==> config.mk <==
export PLATFORM = sky130hd
export DESIGN_NAME = pipe_dest_tracker
export DESIGN_NICKNAME = d
export VERILOG_FILES = /design/src/rtl/pipe_dest_tracker.sv
export SDC_FILE = /design/constraint.sdc
export NUM_CORES = 1
export LEC_CHECK = 0
export ABC_AREA = 0
export CORE_UTILIZATION = 55
export DETAILED_ROUTE_END_ITERATION = 10
export DONT_BUFFER_PORTS = 1
export PLACE_DENSITY = 0.71
export SYNTH_ARGS = -nofsm -noshare
export SYNTH_HDL_FRONTEND = slang
export SYNTH_SLANG_ARGS = --single-unit
==> constraint.sdc <==
create_clock -name clk_i -period 1.9 [get_ports clk_i]
set_clock_uncertainty 0.2 [all_clocks]
set_input_delay 0.38 -clock clk_i [delete_from_list [all_inputs] [get_ports clk_i]]
set_output_delay 0.38 -clock clk_i [all_outputs]
set_load 0.02 [all_outputs]
==> src/rtl/pipe_dest_tracker.sv <==
// pipe_dest_tracker: carries destination-register write info (rw, memread, Rd)
// through ID/EX, EX/MEM and MEM/WB for the forwarding unit, detects load-use
// hazards, and sequences the stall, bubble and flush behaviour.
//
// Flow control: ID_valid_i qualifies the ID-stage fields for one cycle. The
// ID instruction is consumed on a rising edge only when IFID_write_o is 1;
// while IFID_write_o is 0 the upstream stage must hold its values, and they
// are presented again on the following cycle.
module pipe_dest_tracker #(
  parameter int CNT_W = 16
) (
  input  logic             clk_i,
  input  logic             rst_i,
  input  logic             ID_valid_i,
  input  logic             ID_rw_i,
  input  logic             ID_memread_i,
  input  logic [4:0]       ID_Rd_i,
  input  logic [4:0]       IFID_Rs_i,
  input  logic [4:0]       IFID_Rt_i,
  input  logic             IFID_uses_rt_i,
  input  logic             flush_i,
  input  logic             mem_stall_i,
  output logic             IDEX_rw_o,
  output logic             IDEX_memread_o,
  output logic [4:0]       IDEX_Rd_o,
  output logic             EXMEM_rw_o,
  output logic [4:0]       EXMEM_Rd_o,
  output logic             MEMWB_rw_o,
  output logic [4:0]       MEMWB_Rd_o,
  output logic             load_use_o,
  output logic             PC_write_o,
  output logic             IFID_write_o,
  output logic [CNT_W-1:0] stall_cnt_o
);

  logic rs_match;
  logic rt_match;
  logic hazard;
  logic bubble;
  logic count_en;

  // A load in ID/EX whose nonzero destination feeds an ID source cannot be
  // forwarded in time; that ID instruction must wait one cycle.
  always_comb begin
    rs_match = (IDEX_Rd_o == IFID_Rs_i);
    rt_match = IFID_uses_rt_i & (IDEX_Rd_o == IFID_Rt_i);
    hazard   = ID_valid_i & IDEX_memread_o & IDEX_rw_o &
               (IDEX_Rd_o != 5'd0) & (rs_match | rt_match);
  end

  assign load_use_o = hazard;

  // Front-end write enables: a memory freeze wins, then a flush lets the
  // front end move on (the hazard instruction is being squashed anyway),
  // otherwise a hazard holds PC and IF/ID.
  assign PC_write_o   = ~mem_stall_i & (flush_i | ~hazard);
  assign IFID_write_o = ~mem_stall_i & (flush_i | ~hazard);

  // Both a flush and a hazard insert a bubble into ID/EX when not frozen.
  assign bubble   = flush_i | hazard;
  assign count_en = (mem_stall_i | hazard) & ~flush_i;

  // Stage registers: frozen on a memory stall, otherwise shift down with
  // either the ID instruction or a bubble entering ID/EX.
  always_ff @(posedge clk_i) begin
    if (rst_i) begin
      IDEX_rw_o      <= 1'b0;
      IDEX_memread_o <= 1'b0;
      IDEX_Rd_o      <= 5'd0;
      EXMEM_rw_o     <= 1'b0;
      EXMEM_Rd_o     <= 5'd0;
      MEMWB_rw_o     <= 1'b0;
      MEMWB_Rd_o     <= 5'd0;
    end else if (!mem_stall_i) begin
      MEMWB_rw_o <= EXMEM_rw_o;
      MEMWB_Rd_o <= EXMEM_Rd_o;
      EXMEM_rw_o <= IDEX_rw_o;
      EXMEM_Rd_o <= IDEX_Rd_o;
      if (bubble) begin
        IDEX_rw_o      <= 1'b0;
        IDEX_memread_o <= 1'b0;
        IDEX_Rd_o      <= 5'd0;
      end else begin
        IDEX_rw_o      <= ID_valid_i & ID_rw_i;
        IDEX_memread_o <= ID_valid_i & ID_memread_i;
        IDEX_Rd_o      <= ID_valid_i ? ID_Rd_i : 5'd0;
      end
    end
  end

  // Saturating count of stalled cycles; holds at all-ones once reached.
  always_ff @(posedge clk_i) begin
    if (rst_i) begin
      stall_cnt_o <= '0;
    end else if (count_en && (stall_cnt_o != {CNT_W{1'b1}})) begin
      stall_cnt_o <= stall_cnt_o + 1'b1;
    end
  end

endmodule

-- Word level (Yosys, flattened, before mapping)
Index checks and enable logic that the tools add are counted.
Widths: inputs -> output; s select.
- $add $sub $neg: 1
- equal/unequal tests: 3
- multiplexer cells: 4
- bitwise operators: 16
- reduce and logical (&&, ||, !) cells: 2
- operators by type and width (cell ; number):
    $add 16x1->16 const B ; 1
    $ne 16x16->1 const B ; 1
    $eq 5x5->1 ; 2
    $mux 5 ; 2
    $and 1x1->1 ; 9
    $reduce_bool 5->1 ; 1
    $or 1x1->1 ; 4
    $not 1->1 ; 3
    $mux 1 ; 2
    $logic_and 1x1->1 ; 1
- flip-flop bits (word level): 35
- input bits: 23
- output and inout port bits: 38
- logic and storage cells: 34

-- Depth between registers and ports, before layout
Gate-level depths: netlist (run 1).
- depth after elaboration: 7
- gate-level depth with buffers: 8
- depth with buffers taken out: 7

-- Least setup slack after synthesis (run 1)
OpenSTA, ideal clock, no wires.
- kind: register to output
- start point: reg IDEX_Rd_o[4]
- end point: out PC_write_o
- arrival time: 1878 ps
- setup slack: -558 ps
- stages on the path, launching flop included: 7
- buffers on the path: 1
- cell sequence: dfxtp_1 xor2_1 nor4_1 a32oi_1 nor2_1 a21oi_1 buf_4
- word-level cells in the longest chain between the ends: 7
- RTL lines (element ; line ; text):
    from (decl) ; 25 ; output logic [4:0] IDEX_Rd_o,
    from (signal assigned) ; 86 ; IDEX_Rd_o <= ID_valid_i ? ID_Rd_i : 5'd0;
    $eq 5x5->1 ; 46 ; rt_match = IFID_uses_rt_i & (IDEX_Rd_o == IFID_Rt_i);
    $and 1x1->1 ; 46 ;
    $or 1x1->1 ; 48 ; (IDEX_Rd_o != 5'd0) & (rs_match | rt_match);
    $and 1x1->1 * ; 48 ;
    via load_use_o ; 30 ; output logic load_use_o,
    $not 1->1 * ; -- ;
    $or 1x1->1 * ; -- ;
    $and 1x1->1 * ; -- ;
    to (decl) ; 31 ; output logic PC_write_o,
Mark *: on every way through the listed nets, which the timed path passes. The rest lies on a longest branch.

-- Final worst setup path (run 1)
- start point: reg IDEX_Rd_o[3]
- end point: out PC_write_o
- word-level cells in the longest chain between the ends: 7
- RTL lines (element ; line):
    $eq 5x5->1 ; 46
    $and 1x1->1 ; 46
    $or 1x1->1 ; 48
    $and 1x1->1 * ; 48
    $not 1->1 * ; --
    $or 1x1->1 * ; --
    $and 1x1->1 * ; --
Every way passes the cells marked *; elsewhere a longest branch is shown, timed or not.

==> summary.md, run 1 <==
| Metric | Value |
|---|---|
| Status | `finished with violations` |
| Failing checks | `setup timing` |
| Sink Count | `35` |
| Worst-path clk slew | `0.12 ns` |
| Leakage power | `0.877 nW` |
| Vias in the first global route | `1,554` |
| Internal reg-to-reg setup slack | `-0.39 ns` |
| Pre-CTS setup slack | `-0.232 ns` |
| CP endpoint kind | `primary output` |
| Maximum vdd drop | `0.667 mV` |
| Total GRT Usage | `29.4%` |
| Crit path time final | `2.36 ns` |
| R2R cell count | `7` |
| Maximum clock path buffer count | `2` |
| # DRC | `0` |
| Synth Area in XOR/XNOR | `5.36%` |
| Syn nets | `212` |
| Crit path max fanout | `3` |
| Post-synthesis simple-gate area fraction | `24.1%` |
| Synthesized area | `1630 um^2` |
| Ys async rst share | `0%` |
| Seq/Total Area, Yosys | `42.9%` |
| CTS tree | `built` |
| Slew Limit Fails | `0` |
| Gpl congestion | `0.823` |
| Worst Hold End | `IDEX_rw_o$_SDFFE_PP0N_` |
| Starting Density | `58.7%` |
| Fin crit share | `124%` |
| Clk_lat worst skew | `0.35 ns` |
| Routed vias | `1,648` |
| Die area | `3190 um^2` |
| Number of flops mapped to enable cells by yosys | `0` |
| RSZ-0062 raised after global routing | `yes` |
| Netlist cell types | `33` |
| CP Cell Sequence | `buf_6 -> xor2_2 -> nor2_1 -> a32oi_1 -> buf_4 -> nor2_4 -> a21oi_4` |
| Antenna viol nets, final | `0` |
| Synthesized area per cell | `8.69 um^2` |
| Fmax | `423 MHz` |
| Finished Cell Area | `2220 um^2` |
| # setup viols final | `26` |
| Reg2reg start | `IDEX_Rd_o[4]$_SDFFE_PP0N_` |
| Yosys reg bits | `35` |
| Ys flop type | `dfxtp_1` |
| Commonest non-fill, non-tap cell in the layout | `buf_4` |
| Largest net degree at the start of global routing | `34` |
| CTS root buffer | `clkbuf_4` |
| Layout cells sized above 1 | `37.5%` |
| Hold Path Stages | `2` |
| HP Start | `ID_rw_i` |
| Crit-path slowest cell | `dfxtp_2` |
| Placed Area | `1970 um^2` |
| Fin cells | `263` |
| Pwr/cell area | `645 nW/um^2` |
| Slew margin rel. | `45.0%` |
| Die Width | `56.5 um` |
| Gr ovfl total | `0` |
| Routed WL | `4800 um` |
| Mux cell area share after synthesis | `8.05%` |
| Leading cell types in the layout, fill and taps excluded | `buf_4, nor2_1, dfxtp_1, mux2i_1` |
| H-Tree Level Count | `2` |
| Mapped Cells | `188` |
| Vias per cell | `6.27` |
| Post-synthesis adder-cell area fraction | `0.766%` |
| Combinational family with the most area after synthesis | `simple AND/OR/NAND/NOR gates` |
| Fill cells | `193` |
| DP Cell Count | `250` |
| Critical Path Start Type | `register` |
| Cell row count | `19` |
| Tightest Pin Transition | `0.822 ns` |
| Worst Hold Class | `primary input to register` |
| CP Class | `register to primary output` |
| Crit path largest cell delay | `0.37 ns` |
| Total power | `1.43 mW` |
| Worst EP required | `1.32 ns` |
| YS warnings | `0` |
| Num CTS Buffers | `5` |
| Arrival time worst endpoint | `1.78 ns` |
| Area growth, synth to finish | `35.9%` |
| Final Hold Viols | `0` |
| 1st-iter DRT viols | `72` |
| Nets | `255` |
| Dpl hpwl | `3040 um` |
| N_diodes | `0` |
| I/O pins | `61` |
| Die Y | `56.5 um` |
| First-pass GRT wire length | `7170 um` |
| WL/cell | `18.2 um` |
| Port Buffers | `0` |
| Final WS setup | `-0.461 ns` |
| Antenna violations before repair | `0` |
| Core area | `2780 um^2` |
| RR Endpoint | `stall_cnt_o[6]$_SDFFE_PP0P_` |
| Maxcap violations | `0` |
| Drt pass-1 iters | `4` |
| Post-synthesis compound-gate area fraction | `15.6%` |
-- metrics by stage --
stage          hold slack, ns  utilization, %  setup TNS [ns]
2_1_floorplan           0.325               -           -2.16
3_3_place_gp            0.246            71.0           -2.95
3_5_place_dp            0.250            71.0           -3.72
4_1_cts               0.00506            76.2           -6.98
5_1_grt               0.00720            79.8          -10.40
6_report              0.00757            79.8           -7.69
-- registers in the layout, summed over array words and instances (netlist names) --
name / flops
MEMWB_rw_o: 1
EXMEM_Rd_o: 5
EXMEM_rw_o: 1
stall_cnt_o: 16
IDEX_memread_o: 1
IDEX_rw_o: 1
MEMWB_Rd_o: 5
IDEX_Rd_o: 5
-- layout make-up --
class | instances | area, um^2 | area share, %
multi-input combinational | 141 | 985 | 44.4
sequential | 35 | 719 | 32.4
timing repair buffer | 47 | 390 | 17.6
clock inverter | 3 | 43.8 | 1.97
tap | 31 | 38.8 | 1.75
clock buffer | 5 | 37.5 | 1.69
inverter | 1 | 3.75 | 0.169
-- synth_stat cells, types with 2 or more instances --
cell	instances	area, um^2
a21oi_1	16	80.1
a32oi_1	8	70.1
and3_1	2	12.5
buf_1	3	11.3
buf_2	3	15.0
clkbuf_1	4	15.0
dfxtp_1	35	701
mux2i_1	12	120
nand2_1	6	22.5
nand3_1	9	45.0
nand4_1	8	50.1
nor2_1	28	105
nor2b_1	2	12.5
nor3_1	2	10.0
nor4_1	3	18.8
o21ai_0	8	40.0
o31ai_1	5	37.5
or3_1	8	50.1
or4_1	4	30.0
xor2_1	9	78.8
-- layer usage --
layer / up-vias / GRT usage (%) / wire length, um
li1: 773 / - / -
met3: 11 / 8.06 / 318
met2: 71 / 47.1 / 2470
met5: - / 0 / 0
met4: 0 / 13.2 / 92
met1: 793 / 36.7 / 1920
-- report_power, final --
group,leakage [nW],internal (mW),switching (mW)
sequential,0.288,0.740,0.00984
clock,0.0452,0.277,0.264
combinational,0.543,0.0598,0.0812
-- how the worst max path moves through the flow --
stage	from	slack [ns]	depth (start not counted)	end
final	IDEX_Rd_o[3]$_SDFFE_PP0N_	-0.46	7	PC_write_o
after global placement	IFID_Rt_i[0]	-0.20	6	stall_cnt_o[8]$_SDFFE_PP0P_
after CTS	IDEX_Rd_o[3]$_SDFFE_PP0N_	-0.45	7	PC_write_o
after floorplan	IFID_Rt_i[0]	-0.21	6	PC_write_o
after detailed placement	IFID_Rt_i[0]	-0.23	6	stall_cnt_o[6]$_SDFFE_PP0P_
after global routing	IDEX_Rd_o[3]$_SDFFE_PP0N_	-0.56	7	PC_write_o
-- what timing repair did --
action,CTS,global route
hold buffers,2,0
pin swaps,5,7
setup endpoints to repair,26,26
resized for setup,4,21
setup buffers,2,1
hold endpoints to repair,33,0
-- worst max-delay path, delay by kind of cell, from the launching register on --
family                    cells  cell delay (ns)
AOI/OAI and AO/OA             2             0.55
xor gates and xnor gates      1             0.13
buffers and inverters         2             0.28
and+or+nand+nor               2             0.10
DFF                           1             0.37
-- logic make-up after synthesis --
family | Yosys count
AND/OR/NAND/NOR | 77
AO/OA/AOI/OAI | 40
flip-flops | 35
multiplexers | 13
buffers and inverters | 12
XOR/XNOR | 10
adder cells (fa/ha/maj) | 1
(Power assumes the default switching activity.)
==> run 2, diff against run 1 <==
SLEW_MARGIN = 5   (was unset)
==> results of run 2 <==
Same layout as run 1: the final DEF is identical, and so are final timing and power.
==> run 3, diff against run 2 <==
REMOVE_ABC_BUFFERS = 1   (was unset)
==> run 3 against run 2 <==
Net effect: the flow still finishes with violations (setup timing); flip-flop and latch count unchanged; combinational power shrank 5%; cell area is 1.5% lower; maximum frequency down 7.5%; non-clock buffer count grew 6; total power fell by 1.3%; hold slack lost 0.0038 ns; register-to-register slack worse by 0.09 ns; sequential share of layout area shrank 0.15 points; first-iteration DRC count rose by 75%.
==> summary.md, run 3 (synthesized netlist as in run 1, its figures left out) <==
| Metric | Value |
|---|---|
| WL/cell | `18.3 um (+0.32%)` |
| First-pass GRT wire length | `7470 um (+4.2%)` |
| Clk_lat worst skew | `0.35 ns (about the same)` |
| Tightest Pin Transition | `1.25 ns (+0.424 ns)` |
| Maximum clock path buffer count | `2 (unchanged)` |
| Gr ovfl total | `0 (unchanged)` |
| Biggest register | `stall_cnt_o` |
| Critical Path Start Type | `register` |
| I/O pins | `61 (unchanged)` |
| Routed WL | `4910 um (+2.2%)` |
| Drt pass-1 iters | `4 (unchanged)` |
| Max reg flops | `16 (unchanged)` |
| CTS tree | `built` |
| RSZ-0062 raised after global routing | `yes` |
| HP Start | `ID_Rd_i[3]` |
| Maximum vdd drop | `0.662 mV (-0.81%)` |
| H-Tree Level Count | `2 (unchanged)` |
| Worst-path clk slew | `0.11 ns (about the same)` |
| Leakage power | `0.859 nW (-2.0%)` |
| DP Cell Count | `247 (-1.2%)` |
| Total GRT Usage | `30.2% (+0.80 points)` |
| Leading cell types in the layout, fill and taps excluded | `buf_4, dfxtp_1, nor2_1, a21oi_1, mux2i_1` |
| Routed vias | `1,700 (+3.2%)` |
| Maxcap violations | `0 (unchanged)` |
| Starting Density | `58.7% (unchanged)` |
| Die Width | `56.5 um (unchanged)` |
| Crit path time final | `2.55 ns (+0.191 ns)` |
| Fin cells | `268 (+1.9%)` |
| Fin crit share | `134% (+10 points)` |
| Arrival time worst endpoint | `1.97 ns (+0.19 ns)` |
| Commonest non-fill, non-tap cell in the layout | `buf_4` |
| Layout cells sized above 1 | `25.3% (-12 points)` |
| Nets | `261 (+2.4%)` |
| Slew Limit Fails | `0 (unchanged)` |
| Failing checks | `setup timing` |
| Vias per cell | `6.34 (+1.2%)` |
| Worst Hold Class | `primary input to register` |
| Pwr/cell area | `647 nW/um^2 (+0.22%)` |
| CP endpoint kind | `primary output` |
| Final WS setup | `-0.653 ns (-0.191 ns)` |
| Worst Hold End | `IDEX_Rd_o[3]$_SDFFE_PP0N_` |
| Pre-CTS setup slack | `-0.404 ns (-0.172 ns)` |
| RR Endpoint | `stall_cnt_o[2]$_SDFFE_PP0P_` |
| Finished Cell Area | `2190 um^2 (-1.5%)` |
| R2R cell count | `7 (unchanged)` |
| Crit path max fanout | `2 (-1)` |
| Vias in the first global route | `1,638 (+5.4%)` |
| Largest net degree at the start of global routing | `34 (unchanged)` |
| Internal reg-to-reg setup slack | `-0.48 ns (-0.09 ns)` |
| Die area | `3190 um^2 (unchanged)` |
| Num CTS Buffers | `5 (unchanged)` |
| # DRC | `0 (unchanged)` |
| Core area | `2780 um^2 (unchanged)` |
| Gpl congestion | `0.869 (+5.6%)` |
| Final Hold Viols | `0 (unchanged)` |
| Port Buffers | `0 (unchanged)` |
| Total power | `1.41 mW (-1.3%)` |
| Placed Area | `1920 um^2 (-3.0%)` |
| CTS root buffer | `clkbuf_4` |
| Cell row count | `19 (unchanged)` |
| # setup viols final | `26 (unchanged)` |
| Area growth, synth to finish | `33.9%` |
| Hold Path Stages | `2 (unchanged)` |
| Antenna violations before repair | `0 (unchanged)` |
| Dpl hpwl | `3070 um (+0.78%)` |
| 1st-iter DRT viols | `126 (+75%)` |
| Setup TNS | `-10.46 ns (-2.77 ns)` |
| Final core utilization | `78.6% (-1.2 points)` |
| CP Class | `register to primary output` |
| Antenna viol nets, final | `0 (unchanged)` |
| Die Y | `56.5 um (unchanged)` |
| Slew margin rel. | `17.0% (-28 points)` |
| Fmax | `392 MHz (-7.5%)` |
| Fin Hold WS | `0.00380 ns (-0.00377 ns)` |
| Worst EP required | `1.32 ns (about the same)` |
| Sink Count | `35 (unchanged)` |
| Reg2reg start | `IDEX_Rd_o[0]$_SDFFE_PP0N_` |
| N_diodes | `0 (unchanged)` |
| Status | `finished with violations` |
==> run 3: repair_timing <==
item                                   CTS  global route
buffers inserted                         2             0
gates resized for setup                 11             7
setup endpoints to repair               26            33
hold buffers                            10             2
endpoints found under the hold margin   33             6
pin swaps                                6             3
==> run 3: routing by layer <==
| metal | wire length [um] | track usage (%) | vias to the layer above | share of wire [%] |
|---|---|---|---|---|
| li1 | - | - | 790 | - |
| met1 | 1910 | 36.6 | 824 | 39 |
| met2 | 2560 | 50.6 | 76 | 52 |
| met3 | 365 | 7.60 | 10 | 7.4 |
| met4 | 71 | 12.5 | 0 | 1.4 |
| met5 | 0 | 0 | - | 0 |
==> run 3: area by class of cell <==
cell class              instances  area [um^2]
fillers                       199          596
well taps                      31         38.8
multi-input cells             141          917
inverters                       1         3.75
clock inverters                 1         30.0
clock buffers                   6         41.3
repair buffers                 53          449
flip-flops and latches         35          706
==> run 3: critical path, stage by stage (launching register included) <==
cell     delay [ns]
dfxtp_2        0.35
buf_4          0.14
xor2_2         0.19
nor4_2         0.06
a32oi_1        0.32
buf_4          0.20
nor2_4         0.04
a21oi_2        0.16
buf_6          0.16
==> run 3: worst max-delay path by stage <==
stage / slack [ns] / startpoint / cells after the start / endpoint
6_report: -0.65 / IDEX_Rd_o[4]$_SDFFE_PP0N_ / 8 / PC_write_o
5_1_grt: -0.68 / IDEX_Rd_o[4]$_SDFFE_PP0N_ / 8 / PC_write_o
4_1_cts: -0.50 / IDEX_Rd_o[4]$_SDFFE_PP0N_ / 8 / PC_write_o
3_5_place_dp: -0.40 / IFID_Rt_i[4] / 7 / stall_cnt_o[2]$_SDFFE_PP0P_
3_3_place_gp: -0.32 / IFID_Rt_i[4] / 6 / stall_cnt_o[4]$_SDFFE_PP0P_
2_1_floorplan: -0.53 / IDEX_Rd_o[4]$_SDFFE_PP0N_ / 5 / IFID_write_o
==> run 3: where the power goes <==
part | internal, mW | total (mW) | switching, mW
combinational | 0.0579 | 0.134 | 0.0757
sequential | 0.742 | 0.751 | 0.00951
clock | 0.271 | 0.529 | 0.258
